`config.mk`:
```
export PLATFORM = sky130hd
export DESIGN_NAME = pc_fetch_unit
export DESIGN_NICKNAME = d
export VERILOG_FILES = /design/src/rtl/pc_fetch_unit.sv
export SDC_FILE = /design/constraint.sdc
export NUM_CORES = 1
export LEC_CHECK = 0
export CAP_MARGIN = 10
export CORE_ASPECT_RATIO = 0.8
export CORE_MARGIN = 5
export CORE_UTILIZATION = 48
export CTS_CLUSTER_SIZE = 14
export DETAILED_ROUTE_END_ITERATION = 16
export PLACE_DENSITY = 0.77
export SYNTH_ARGS = -nofsm -noshare
export SYNTH_HDL_FRONTEND = slang
export SYNTH_SLANG_ARGS = --single-unit
```
`constraint.sdc`:
```
create_clock -name clk -period 5.4 [get_ports clk]
set_clock_uncertainty 0.05 [all_clocks]
set_input_delay 1.62 -clock clk [delete_from_list [all_inputs] [get_ports clk]]
set_output_delay 1.62 -clock clk [all_outputs]
set_load 0.1 [all_outputs]
```
`src/rtl/pc_fetch_unit.sv`:
```
// Fetch-stage PC register with next-PC selection, stall/flush control,
// a circular return-address stack that checks JR-return targets, and
// performance counters for redirects and RAS misses.
module pc_fetch_unit #(
    parameter logic [31:0] RESET_PC   = 32'h0000_3000,
    parameter logic [31:0] EXC_VECTOR = 32'h0000_4180,
    parameter int          RAS_DEPTH  = 4,
    parameter int          DELAY_SLOT = 1,
    parameter int          CNT_W      = 32
) (
    input  logic                         clk,
    input  logic                         reset,
    input  logic                         stall,
    input  logic [2:0]                   npc_op,
    input  logic                         br_taken,
    input  logic [25:0]                  imm26,
    input  logic [31:0]                  pc_d,
    input  logic [31:0]                  jreg,
    input  logic                         exc_req,
    input  logic                         eret,
    input  logic [31:0]                  epc,
    output logic [31:0]                  pc_f,
    output logic [31:0]                  link_d,
    output logic                         flush_f,
    output logic                         adel_f,
    output logic [$clog2(RAS_DEPTH):0]   ras_count,
    output logic                         ras_mispredict,
    output logic [CNT_W-1:0]             perf_redirect,
    output logic [CNT_W-1:0]             perf_ras_miss
);

    localparam int PTR_W = $clog2(RAS_DEPTH);
    localparam logic [PTR_W:0] RAS_FULL = (PTR_W+1)'(RAS_DEPTH);

    localparam logic [2:0] OP_SEQ  = 3'd0;
    localparam logic [2:0] OP_B    = 3'd1;
    localparam logic [2:0] OP_J    = 3'd2;
    localparam logic [2:0] OP_JAL  = 3'd3;
    localparam logic [2:0] OP_JR   = 3'd4;
    localparam logic [2:0] OP_JRET = 3'd5;

    logic [31:0]      pc_q, pc_d_nxt;
    logic [31:0]      ras_q [RAS_DEPTH];
    logic [31:0]      ras_d [RAS_DEPTH];
    logic [PTR_W-1:0] ras_ptr_q, ras_ptr_d;
    logic [PTR_W:0]   ras_cnt_q, ras_cnt_d;
    logic             mispred_q, mispred_d;
    logic [CNT_W-1:0] redir_cnt_q, redir_cnt_d;
    logic [CNT_W-1:0] miss_cnt_q, miss_cnt_d;

    logic [31:0]      pc_d_plus4;
    logic [31:0]      br_target;
    logic [31:0]      j_target;
    logic [31:0]      redir_target;
    logic             redirect;
    logic             d_stage_ok;
    logic [PTR_W-1:0] ptr_top;
    logic             ras_miss;

    // Target computation and redirect decode from the D-stage instruction.
    always_comb begin
        pc_d_plus4   = pc_d + 32'd4;
        br_target    = pc_d_plus4 + {{14{imm26[15]}}, imm26[15:0], 2'b00};
        j_target     = {pc_d_plus4[31:28], imm26, 2'b00};
        redirect     = 1'b0;
        redir_target = pc_d_plus4;
        case (npc_op)
            OP_B: begin
                redirect     = br_taken;
                redir_target = br_target;
            end
            OP_J, OP_JAL: begin
                redirect     = 1'b1;
                redir_target = j_target;
            end
            OP_JR, OP_JRET: begin
                redirect     = 1'b1;
                redir_target = jreg;
            end
            default: begin
                redirect     = 1'b0;
                redir_target = pc_d_plus4;
            end
        endcase
    end

    // Next-PC priority: exception > eret > stall > redirect > sequential.
    always_comb begin
        if (exc_req) begin
            pc_d_nxt = EXC_VECTOR;
        end else if (eret) begin
            pc_d_nxt = epc;
        end else if (stall) begin
            pc_d_nxt = pc_q;
        end else if (redirect) begin
            pc_d_nxt = redir_target;
        end else begin
            pc_d_nxt = pc_q + 32'd4;
        end
    end

    // RAS push/pop/check and counter updates; only a live D-stage op has side effects.
    always_comb begin
        d_stage_ok  = !stall && !exc_req && !eret;
        ras_d       = ras_q;
        ras_ptr_d   = ras_ptr_q;
        ras_cnt_d   = ras_cnt_q;
        redir_cnt_d = redir_cnt_q;
        miss_cnt_d  = miss_cnt_q;
        ras_miss    = 1'b0;
        ptr_top     = ras_ptr_q - 1'b1;
        if (d_stage_ok) begin
            if (redirect) begin
                redir_cnt_d = redir_cnt_q + 1'b1;
            end
            if (npc_op == OP_JAL) begin
                // Circular push: when full, the oldest entry is overwritten.
                ras_d[ras_ptr_q] = link_d;
                ras_ptr_d        = ras_ptr_q + 1'b1;
                ras_cnt_d        = (ras_cnt_q == RAS_FULL) ? RAS_FULL : ras_cnt_q + 1'b1;
            end else if (npc_op == OP_JRET) begin
                if (ras_cnt_q == '0) begin
                    ras_miss = 1'b1;
                end else begin
                    ras_miss  = (ras_q[ptr_top] != jreg);
                    ras_ptr_d = ptr_top;
                    ras_cnt_d = ras_cnt_q - 1'b1;
                end
            end
            if (ras_miss) begin
                miss_cnt_d = miss_cnt_q + 1'b1;
            end
        end
        mispred_d = ras_miss;
    end

    // State registers with synchronous reset.
    always_ff @(posedge clk) begin
        if (reset) begin
            pc_q        <= RESET_PC;
            ras_ptr_q   <= '0;
            ras_cnt_q   <= '0;
            mispred_q   <= 1'b0;
            redir_cnt_q <= '0;
            miss_cnt_q  <= '0;
            for (int unsigned i = 0; i < RAS_DEPTH; i++) begin
                ras_q[i] <= '0;
            end
        end else begin
            pc_q        <= pc_d_nxt;
            ras_ptr_q   <= ras_ptr_d;
            ras_cnt_q   <= ras_cnt_d;
            mispred_q   <= mispred_d;
            redir_cnt_q <= redir_cnt_d;
            miss_cnt_q  <= miss_cnt_d;
            for (int unsigned i = 0; i < RAS_DEPTH; i++) begin
                ras_q[i] <= ras_d[i];
            end
        end
    end

    assign link_d         = pc_d + 32'd8;
    assign flush_f        = exc_req || eret || (redirect && !stall && (DELAY_SLOT == 0));
    assign pc_f           = pc_q;
    assign adel_f         = (pc_q[1:0] != 2'b00);
    assign ras_count      = ras_cnt_q;
    assign ras_mispredict = mispred_q;
    assign perf_redirect  = redir_cnt_q;
    assign perf_ras_miss  = miss_cnt_q;

endmodule

```
# Word-level counts from Yosys, hierarchy flattened

Cells that the tools add are included.

$add $sub $neg: 10
$lt $le $gt $ge: 3
Equal/unequal tests: 10
Muxes and demuxes: 23
Bitwise operators: 3
Reduce and logical (&&, ||, !) cells: 19

Operators by type and width:

| operator                                                              | number |
|---|---|
| 32-bit two-way mux                                                    | 6 |
| 128-bit bitwise mux                                                   | 1 |
| 32-bit case mux with 3 select lines                                   | 1 |
| 32-bit by 1-bit adder with 32-bit output, second input constant       | 2 |
| 32-bit by 3-bit adder with 32-bit output, second input constant       | 2 |
| 32-bit binary-select mux with 2-bit select                            | 1 |
| 32-bit demux with 2-bit select                                        | 1 |
| 32-bit adder                                                          | 1 |
| 32-bit by 4-bit adder with 32-bit output, second input constant       | 1 |
| 32-bit != test                                                        | 1 |
| 15-bit two-way mux                                                    | 1 |
| 3-bit two-way mux                                                     | 4 |
| 3-bit equality test, second input constant                            | 3 |
| 2-bit OR reduction                                                    | 4 |
| 3-bit by 2-bit equality test with 1-bit output, second input constant | 2 |
| 3-bit greater-or-equal comparator, second input constant              | 2 |
| 2-bit two-way mux                                                     | 3 |
| 2-bit inverter with 3-bit output                                      | 2 |
| 2-bit AND reduction                                                   | 3 |
| 1-bit two-way mux                                                     | 4 |
| 2-bit nonzero test                                                    | 2 |
| 4-bit OR reduction                                                    | 1 |
| 3-bit by 1-bit adder with 3-bit output, second input constant         | 1 |
| 3-bit by 1-bit equality test with 1-bit output, second input constant | 1 |
| 14 further kinds                                                      | 18 |

Register bits after elaboration: 230
Input port bits: 131
Output and inout port bits: 134
Word-level logic and storage cells: 79

# Longest topological paths before layout

Gate-level depths: netlist of the first run.

Depth after elaboration: 11
Depth in mapped cells: 20
Mapped depth without buffers: 17

# Worst setup path before layout of the first run

Ideal clock, no wire load.

Kind: input to output
From: in pc_d[5]
To: out link_d[31]
Arrival time: 3.952 ns
Required time: 3.730 ns
Slack: -0.222 ns
Stages on the path: 11
Buffers on the path: 3
Cells stage by stage: clkbuf_1 -> and3_1 -> and3_1 -> clkbuf_1 -> and2_1 -> and3_1 -> clkbuf_1 -> nand2_1 -> nor2_1 -> xnor2_1 -> inv_1

Word-level cells in the longest chain between the ends: 1

Ends and longest elaborated chain:

| element                                  | RTL line | RTL |
|---|---|---|
| start, declared                          | 17       | `input logic [31:0] pc_d,` |
| 32-bit by 4-bit adder with 32-bit output | 162      | `assign link_d = pc_d + 32'd8;` |
| end, declared                            | 23       | `output logic [31:0] link_d,` |

No other way between the ends.

# Worst setup path in the final report of the first run

From: in pc_d[14]
To: out link_d[31]

Same word-level chain as after synthesis.

==> flow_metrics.tcl, run 1 <==
set metrics [dict create \
    rows 56 \
    ir_drop_mv 0.207 \
    power_leakage_uw 0.00742 \
    die_h_um 165 \
    vias 15474 \
    power_frac_comb_pct 24.5 \
    numCtsBuffers 25 \
    synth_top_area_share_pct 31.9 \
    grt_max_degree 77 \
    grt_pass1_wl_um 85500 \
    antenna_found_initial 0 \
    cts_max_level 1 \
    ctsLongestPathBuffers 3 \
    max-slew-margin-rel_pct 19.8 \
    nets 2337 \
    clock_sinks 230 \
    drive_above_1_share_pct 16.2 \
    period_needed_ns 5.30 \
    clkLatencyLatePin_ns 0.52 \
    yosys.area.top_type "dfxtp_1" \
    crit_start "pc_d[14]" \
    cts_tree "built" \
    yosys-top-cells-area "dfxtp_1 (32%), a211oi_1 (6.8%), nor2_1 (6.8%), a21oi_1 (4.7%), xnor2_1 (4.6%)" \
    ys_types 75 \
    min_path_type "reg2reg" \
    hold_violations 0 \
    maxCapViolCount 0 \
    place_congestion 1.05 \
    syn_nets 1969 \
    max_freq_mhz 189 \
    async_flop_share_pct 0 \
    synth.cell_area_um2 14400 \
    routed_via_density 5.99 \
    postLayoutSetupSlackWorst_ns 0.101 \
    whs_path_depth 2 \
    post-place-ws_ns -0.608 \
    ys_dominant_reg_cell "dfxtp_1" \
    dp_hpwl_um 43500 \
    first_pass_iters 5 \
    synth_seq_area_share_pct 31.9 \
    layout_commonest_cell "nor2_1" \
    status "completed" \
    crit_path_start_kind "input port" \
    grt_overflow 0 \
    rr_worst_depth 12 \
    min_period_over_period_pct 98.1 \
    use_met1_pct 44.3 \
    fin_cells 2584 \
    synth_edf_count 0 \
    grt_use_total_pct 32.1 \
    cts_hold_buf 0 \
    dieArea_um2 33600 \
    p_total_uw 4620 \
    min_from "ras_q[36]$_SDFFE_PP0P_" \
    root_buffer "clkbuf_16" \
    p_int_uw 3200 \
    avgSynthCellArea_um2 8.04 \
    power.switching_uw 1420 \
    synth_cells 1792 \
    worst_ep_arrival_time_ns 3.63 \
    drc_errors 0 \
    most-common-layout-cells "nor2_1 (257), dfxtp_1 (230), clkdlybuf4s50_1 (219)" \
    die_x_um 204 \
    worstMarginPinSlew_ns 1.19 \
    busiest_layer "met2" \
    p_clk_share_pct 37.9 \
    initial_core_util_pct 48.9 \
    ioPinCount 265 \
    port_buffers 264 \
    routedWlPerCell_um 21.8 \
    power_frac_seq_pct 37.6 \
    r2r_start "ras_ptr_q[1]$_SDFFE_PP0P_" \
    crit_path_end_kind "output pin" \
    grt_util_met2_pct 50.0 \
    clk_pin_slew_ns 0.06 \
    drv_slew 0 \
    setup_viol 0 \
    worst-setup-path-type "in2out" \
    ys_ff_latch 230 \
    crit_required_ns 3.73 \
    path_max_fanout 3 \
    drtIter0Drc 1675 \
    power_density_nw_per_um2 233 \
    use_met3_pct 7.46 \
    ant_nets 0 \
    tns_ns 0 \
    routed_wl_um 56300 \
    ys_warn_count 0 \
    grt_pass1_vias 14464 \
    dp.cells 2531 \
    area_growth_pct 37.6 \
    p_sw_share_pct 30.8 \
    core-area_um2 29500 \
]
-- logic make-up after synthesis --
group	after synthesis	synth area share (%)
simple gates	646	20.9
compound gates	466	21.6
flops	230	31.9
buf+inv	192	5.73
xor+xnor	149	9.11
mux	63	6.71
fa+ha+maj	46	4.05
-- worst max-delay path: stages --
cell             delay, ns
clkdlybuf4s50_1       0.49
and4_1                0.22
and4_4                0.23
and2_4                0.15
and3_4                0.19
nand2_4               0.06
nor2_4                0.16
xnor2_4               0.17
clkinvlp_4            0.15
buf_12                0.18
-- what timing repair did --
action | in CTS | in global routing
pin swaps | 3 | 10
endpoints found under the setup margin | 10 | 15
setup buffers | 1 | 7
gates resized for setup | 15 | 21
-- cell usage after synthesis, types with 38 or more instances --
library cell / number
dfxtp_1: 230
a211oi_1: 130
inv_1: 68
a21oi_1: 135
nand4_1: 38
nand3_1: 54
nor2_1: 260
o21ai_0: 59
xor2_1: 72
xnor2_1: 76
nand2_1: 144
ha_1: 45
clkbuf_1: 106
-- final timing paths --
check / to / slack, ns
worst max-delay path: link_d[31] / 0.10
worst min-delay path: ras_q[36]$_SDFFE_PP0P_ / 0.40
worst max register to register: perf_ras_miss[9]$_SDFFE_PP0P_ / 0.63
worst min register to register: ras_q[36]$_SDFFE_PP0P_ / 0.40
-- metal layers --
layer  part of all wire (%)  vias to the layer above
li1                       -                     7197
met1                     42                     7310
met2                     44                      851
met3                     11                      116
met4                    3.3                        0
met5                      0                        -
-- power groups by stage --
stage	registers (µW)	clock network [µW]	logic (µW)
2_1_floorplan	1870	0	498
3_3_place_gp	1770	0	1100
3_5_place_dp	1780	0	1100
4_1_cts	1740	1770	1110
5_1_grt	1740	1840	1190
6_report	1740	1750	1130
-- through the flow --
stage / utilization, % / hold WS [ns] / area (µm²)
floorplan: - / 0.383 / 14400
global placement: 63.8 / 0.390 / 18800
detailed placement: 63.8 / 0.393 / 18800
CTS: 66.8 / 0.402 / 19700
global route: 67.2 / 0.428 / 19800
finish: 67.2 / 0.404 / 19800
-- registers in the layout, indices dropped and copies added (netlist names) --
register	flops
pc_f	32
perf_ras_miss	32
perf_redirect	32
ras_count	3
ras_mispredict	1
ras_ptr_q	2
ras_q	128
-- layout make-up --
type	count	area, µm²
timing repair buffer	465	4510
sequential	230	4600
tap	406	508
clock buffer	33	696
fill	2461	9660
antenna	1	2.50
multi-input combinational	1370	9120
inverter	68	259
clock inverter	11	140
Note: power is estimated with default switching activity, not from simulation.
==> run 2: changes to the inputs <==
Settings changed: CTS_BUF_LIST set to sky130_fd_sc_hd__clkbuf_16.
==> run 2 against run 1 <==
Maximum frequency about the same. Design area down 0.21%. Combinational power about the same. Largest cell class unchanged.
==> flow_metrics.tcl, run 2 (synthesis results as in run 1) <==
set metrics [dict create \
    status "completed" \
    clock_sinks 230 \
    dieArea_um2 33600 \
    crit_required_ns 3.73 \
    hold_violations 0 \
    vias 15383 \
    ant_nets 0 \
    ioPinCount 265 \
    diodes 0 \
    port_buffers 264 \
    dp.cells 2531 \
    antenna_found_initial 0 \
    final_util_pct 67.1 \
    die_h_um 165 \
    crit_path_end_kind "output pin" \
    routed_wl_um 56200 \
    numCtsBuffers 25 \
    rows 56 \
    power_leakage_uw 0.00741 \
    holdPathEnd "ras_q[36]$_SDFFE_PP0P_" \
    layout_commonest_cell "nor2_1" \
    cts_max_level 1 \
    routedWlPerCell_um 21.8 \
    fin_cells 2583 \
    grt_overflow 0 \
    grt_pass1_vias 14422 \
    cts_hold_buf 0 \
    r2r_start "ras_ptr_q[1]$_SDFFE_PP0P_" \
    worst-setup-path-type "in2out" \
    place_congestion 1.05 \
    clkLatencyLatePin_ns 0.52 \
    routed_via_density 5.96 \
    drv_slew 0 \
    grt_use_total_pct 32.1 \
    core-area_um2 29500 \
    min_period_over_period_pct 98.1 \
    die_x_um 204 \
    most-common-layout-cells "nor2_1 (257), dfxtp_1 (230), clkdlybuf4s50_1 (219)" \
    initial_core_util_pct 48.9 \
    grt_max_degree 77 \
    largest_reg_flops 128 \
    nets 2337 \
    reg2reg_to "perf_ras_miss[9]$_SDFFE_PP0P_" \
    drtIter0Drc 1724 \
    r2r_setup_slack_ns 0.61 \
    max-slew-margin-rel_pct 19.4 \
    area_growth_pct 37.3 \
    min_from "ras_q[36]$_SDFFE_PP0P_" \
    rr_worst_depth 12 \
    worstMarginPinSlew_ns 1.20 \
    top_register "ras_q" \
    first_pass_iters 6 \
    path_max_fanout 3 \
    clk_pin_slew_ns 0.06 \
    maxCapViolCount 0 \
    grt_pass1_wl_um 85400 \
    dp_hpwl_um 43500 \
    ir_drop_mv 0.207 \
    period_needed_ns 5.30 \
    worst_ep_arrival_time_ns 3.63 \
    min_path_type "reg2reg" \
    cts_tree "built" \
    setup_viol 0 \
    ctsLongestPathBuffers 3 \
    drc_errors 0 \
    drive_above_1_share_pct 16.0 \
    whs_path_depth 2 \
    max_freq_mhz 189 \
    power_density_nw_per_um2 230 \
    crit_path_start_kind "input port" \
    root_buffer "clkbuf_16" \
]
[run 2: cell types whose count changed in the layout (fill, tap and decap cells not counted), sizes merged]
cell,before,now
inv,67,71
clkinv,7,11
clkbuf,33,25
diode,1,0
[run 2: layer usage]
layer / GRT usage, % / wire length [µm] / vias up / share of wire [%]
li1: - / - / 7197 / -
met2: 50.0 / 24800 / 817 / 44
met5: 0 / 0 / - / 0
met1: 43.9 / 23400 / 7253 / 42
met4: 9.99 / 1900 / 0 / 3.4
met3: 8.07 / 6210 / 116 / 11
[run 2: what timing repair did]
item                       in CTS  in global routing
resized for setup              15                 21
pin swaps                       3                 10
setup endpoints to repair      10                 15
setup buffers                   1                  7
[run 2: how the worst max path moves through the flow]
| stage | from | endpoint | slack (ns) |
|---|---|---|---|
| floorplan | pc_d[5] | link_d[31] | 0.01 |
| global placement | pc_d[3] | pc_f[21]$_SDFFE_PP0P_ | -0.52 |
| detailed placement | pc_d[3] | pc_f[21]$_SDFFE_PP0P_ | -0.61 |
| CTS | pc_d[9] | link_d[31] | -0.02 |
| global route | pc_d[17] | link_d[24] | -0.02 |
| finish | pc_d[14] | link_d[24] | 0.10 |
[run 2: critical path, stage by stage]
cell	delay, ns
clkdlybuf4s50_1	0.49
and4_1	0.22
and4_4	0.23
and3_4	0.20
nand2_2	0.07
inv_2	0.07
nand4_1	0.13
nor2_2	0.17
xnor2_2	0.17
inv_2	0.08
buf_12	0.17
[run 2: power breakdown]
group          internal [µW]  switching (µW)  leakage [µW]  total (µW)
clock network            983             704      0.000406        1690
registers               1710            24.8       0.00186        1740
logic                    438             692       0.00515        1130
[run 2: per-stage QoR]
step,power (µW),hold slack [ns],setup TNS (ns),setup slack (ns),cell area (µm²)
floorplan,2370,0.383,0,0.0122,14400
global placement,2870,0.390,-3.05,-0.516,18800
detailed placement,2880,0.393,-4.23,-0.608,18800
CTS,4550,0.402,-0.0211,-0.0211,19700
global route,4700,0.428,-0.0206,-0.0206,19800
finish,4560,0.403,0,0.101,19800
[run 2: area by class of cell]
class	instances	area (µm²)
Fill cell	2473	9700
Multi-Input combinational cell	1370	9120
Sequential cell	230	4600
Timing Repair Buffer	465	4510
Clock buffer	25	626
Tap cell	406	508
Inverter	68	259
Clock inverter	19	170
==> run 3: changes to the inputs <==
--- a/config.mk
+++ b/config.mk
@@ -13,4 +13,5 @@
 export CTS_CLUSTER_SIZE = 14
 export DETAILED_ROUTE_END_ITERATION = 16
+export GPL_TIMING_DRIVEN = 0
 export PLACE_DENSITY = 0.77
 export SYNTH_ARGS = -nofsm -noshare
==> constraint.sdc (replaced) <==
create_clock -name clk -period 5.4 [get_ports clk]
set_clock_uncertainty 0.05 [all_clocks]
set_input_delay 1.08 -clock clk [delete_from_list [all_inputs] [get_ports clk]]
set_output_delay 1.08 -clock clk [all_outputs]
set_load 0.1 [all_outputs]
==> run 3 against run 2 <==
Non-clock buffer count is 83 lower. Setup slack better by 0.0077 ns. Clock-buffer cell count stayed put. First-iteration DRC count is 8.2% higher. Die area stayed put. Sequential share of layout area is 1.8 points higher. Wire length is 4.0% higher. Critical path depth is 4 lower. Critical endpoint is now link_d[16]. Core utilization is 4.9 points lower. Worst hold slack better by 0.0031 ns.
==> flow_metrics.tcl, run 3 (synthesis results as in run 1) <==
set metrics [dict create \
    rsz0062_at_grt "yes" \
    nFillCells 2601 \
    clkLatencyLatePin_ns 0.53 \
    diodes 0 \
    routedWlPerCell_um 23.4 \
    grt_overflow 0 \
    ioPinCount 265 \
    clock_sinks 230 \
    drc_errors 0 \
    routed_wl_um 58500 \
    min_path_type "reg2reg" \
    crit_path_start_kind "input port" \
    wl_met2_um 24600 \
    dpl-instance-area_um2 17500 \
    worst-setup-path-type "in2out" \
    ir_drop_mv 0.236 \
    die_x_um 204 \
    routed_via_density 6.16 \
    core-area_um2 29500 \
    cts_max_level 1 \
    clk_pin_slew_ns 0.06 \
    initial_core_util_pct 48.9 \
    status "completed" \
    period_needed_ns 5.29 \
    max_freq_mhz 189 \
    die_h_um 165 \
    most-common-layout-cells "nor2_1 (259), clkdlybuf4s50_1 (241), dfxtp_1 (230)" \
    drv_slew 0 \
    top_register "ras_q" \
    grt_use_total_pct 33.2 \
    tns_ns 0 \
    area_growth_pct 27.4 \
    place_congestion 1.03 \
    maxCapViolCount 0 \
    port_buffers 259 \
    crit_chain "clkdlybuf4s50_1, clkbuf_1, nand4_1, nor2_1, xnor2_1, inv_1, clkdlybuf4s50_1" \
    dp_hpwl_um 45800 \
    top_layer "met4" \
    met1_length_um 24800 \
    max-slew-margin-rel_pct 26.4 \
    ctsLongestPathBuffers 3 \
    met3_length_um 7350 \
    rows 56 \
    setup_viol 0 \
    largest_reg_flops 128 \
    crit_top_cell "clkdlybuf4s50_1" \
    cts_tree "built" \
    ant_nets 0 \
    worst_ep_arrival_time_ns 4.16 \
    crit_path_end_kind "output pin" \
    crit_path_max_incr_delay_ns 1.14 \
    worstMarginPinSlew_ns 1.10 \
    grt_pass1_wl_um 87000 \
    grt_pass1_vias 14165 \
    min_period_over_period_pct 98.0 \
    layout_commonest_cell "nor2_1" \
    crit_required_ns 4.27 \
    first_pass_iters 6 \
    power_leakage_uw 0.00642 \
    drive_above_1_share_pct 5.58 \
    path_max_fanout 8 \
    stdcell_area_um2 18400 \
    final_util_pct 62.2 \
    antenna_found_initial 0 \
    cts_hold_buf 0 \
    hold_violations 0 \
    dieArea_um2 33600 \
    nets 2254 \
    power_density_nw_per_um2 240 \
    drtIter0Drc 1866 \
    vias 15417 \
    cpMaxStageDelayCell "clkdlybuf4s50_1" \
    root_buffer "clkbuf_16" \
    numCtsBuffers 25 \
    grt_max_degree 23 \
]
run 3: changes by cell type in the layout (fill, tap and decap cells not counted), moves of 4 or more:
cell	delta
and2_1	+5
and2_2	-4
and3_4	-4
buf_12	-30
buf_2	+4
buf_4	-193
clkbuf_1	+104
clkbuf_2	+4
clkdlybuf4s50_1	+22
inv_1	+6
run 3: where the power goes:
part / leakage, µW / internal [µW] / total, µW / switching (µW)
clock: 0.000404 / 936 / 1670 / 734
sequential: 0.00186 / 1710 / 1740 / 26.0
combinational: 0.00416 / 312 / 992 / 679
run 3: cell type report:
class | count | area [µm²] | share of cell area (%)
clock inverter | 20 | 146 | 0.797
inverter | 68 | 255 | 1.39
sequential | 230 | 4600 | 25.1
tap | 406 | 508 | 2.77
timing repair buffer | 259 | 2580 | 14.1
buffer | 123 | 568 | 3.09
clock buffer | 25 | 626 | 3.41
multi-input combinational | 1370 | 9070 | 49.4
run 3: metal layers:
layer,vias up,global-route usage [%]
li1,7040,-
met1,7275,48.3
met2,981,49.7
met3,121,7.77
met4,0,8.43
met5,-,0
run 3: repair_timing:
action | CTS | global route
pin swaps | 0 | 0
buffers inserted | 0 | 0
gates resized for setup | 30 | 22
endpoints found under the setup margin | 20 | 26
run 3: worst paths after layout:
check	from	endpoint	slack [ns]	cells after the start
worst max-delay path	pc_d[3]	link_d[16]	0.11	7
worst min-delay path	ras_q[64]$_SDFFE_PP0P_	ras_q[64]$_SDFFE_PP0P_	0.41	2
worst max register to register	ras_ptr_q[0]$_SDFFE_PP0P_	perf_ras_miss[10]$_SDFFE_PP0P_	0.35	15
worst min register to register	ras_q[64]$_SDFFE_PP0P_	ras_q[64]$_SDFFE_PP0P_	0.41	2
run 3: through the flow:
step | power, µW | instances | setup slack (ns) | hold slack (ns)
6_report | 4400 | 2501 | 0.109 | 0.406
5_1_grt | 4520 | 2501 | -0.00750 | 0.425
4_1_cts | 4370 | 2502 | -0.264 | 0.405
3_5_place_dp | 2740 | 2457 | -0.969 | 0.398
3_3_place_gp | 2730 | 2457 | -0.894 | 0.391
2_1_floorplan | 2360 | 1792 | 0.681 | 0.383
run 3: critical path, delay by kind of cell:
| family | cells | cell delay [ns] |
|---|---|---|
| xor gates and xnor gates | 1 | 0.20 |
| and+or+nand+nor | 2 | 0.56 |
| buffers and inverters | 4 | 2.31 |
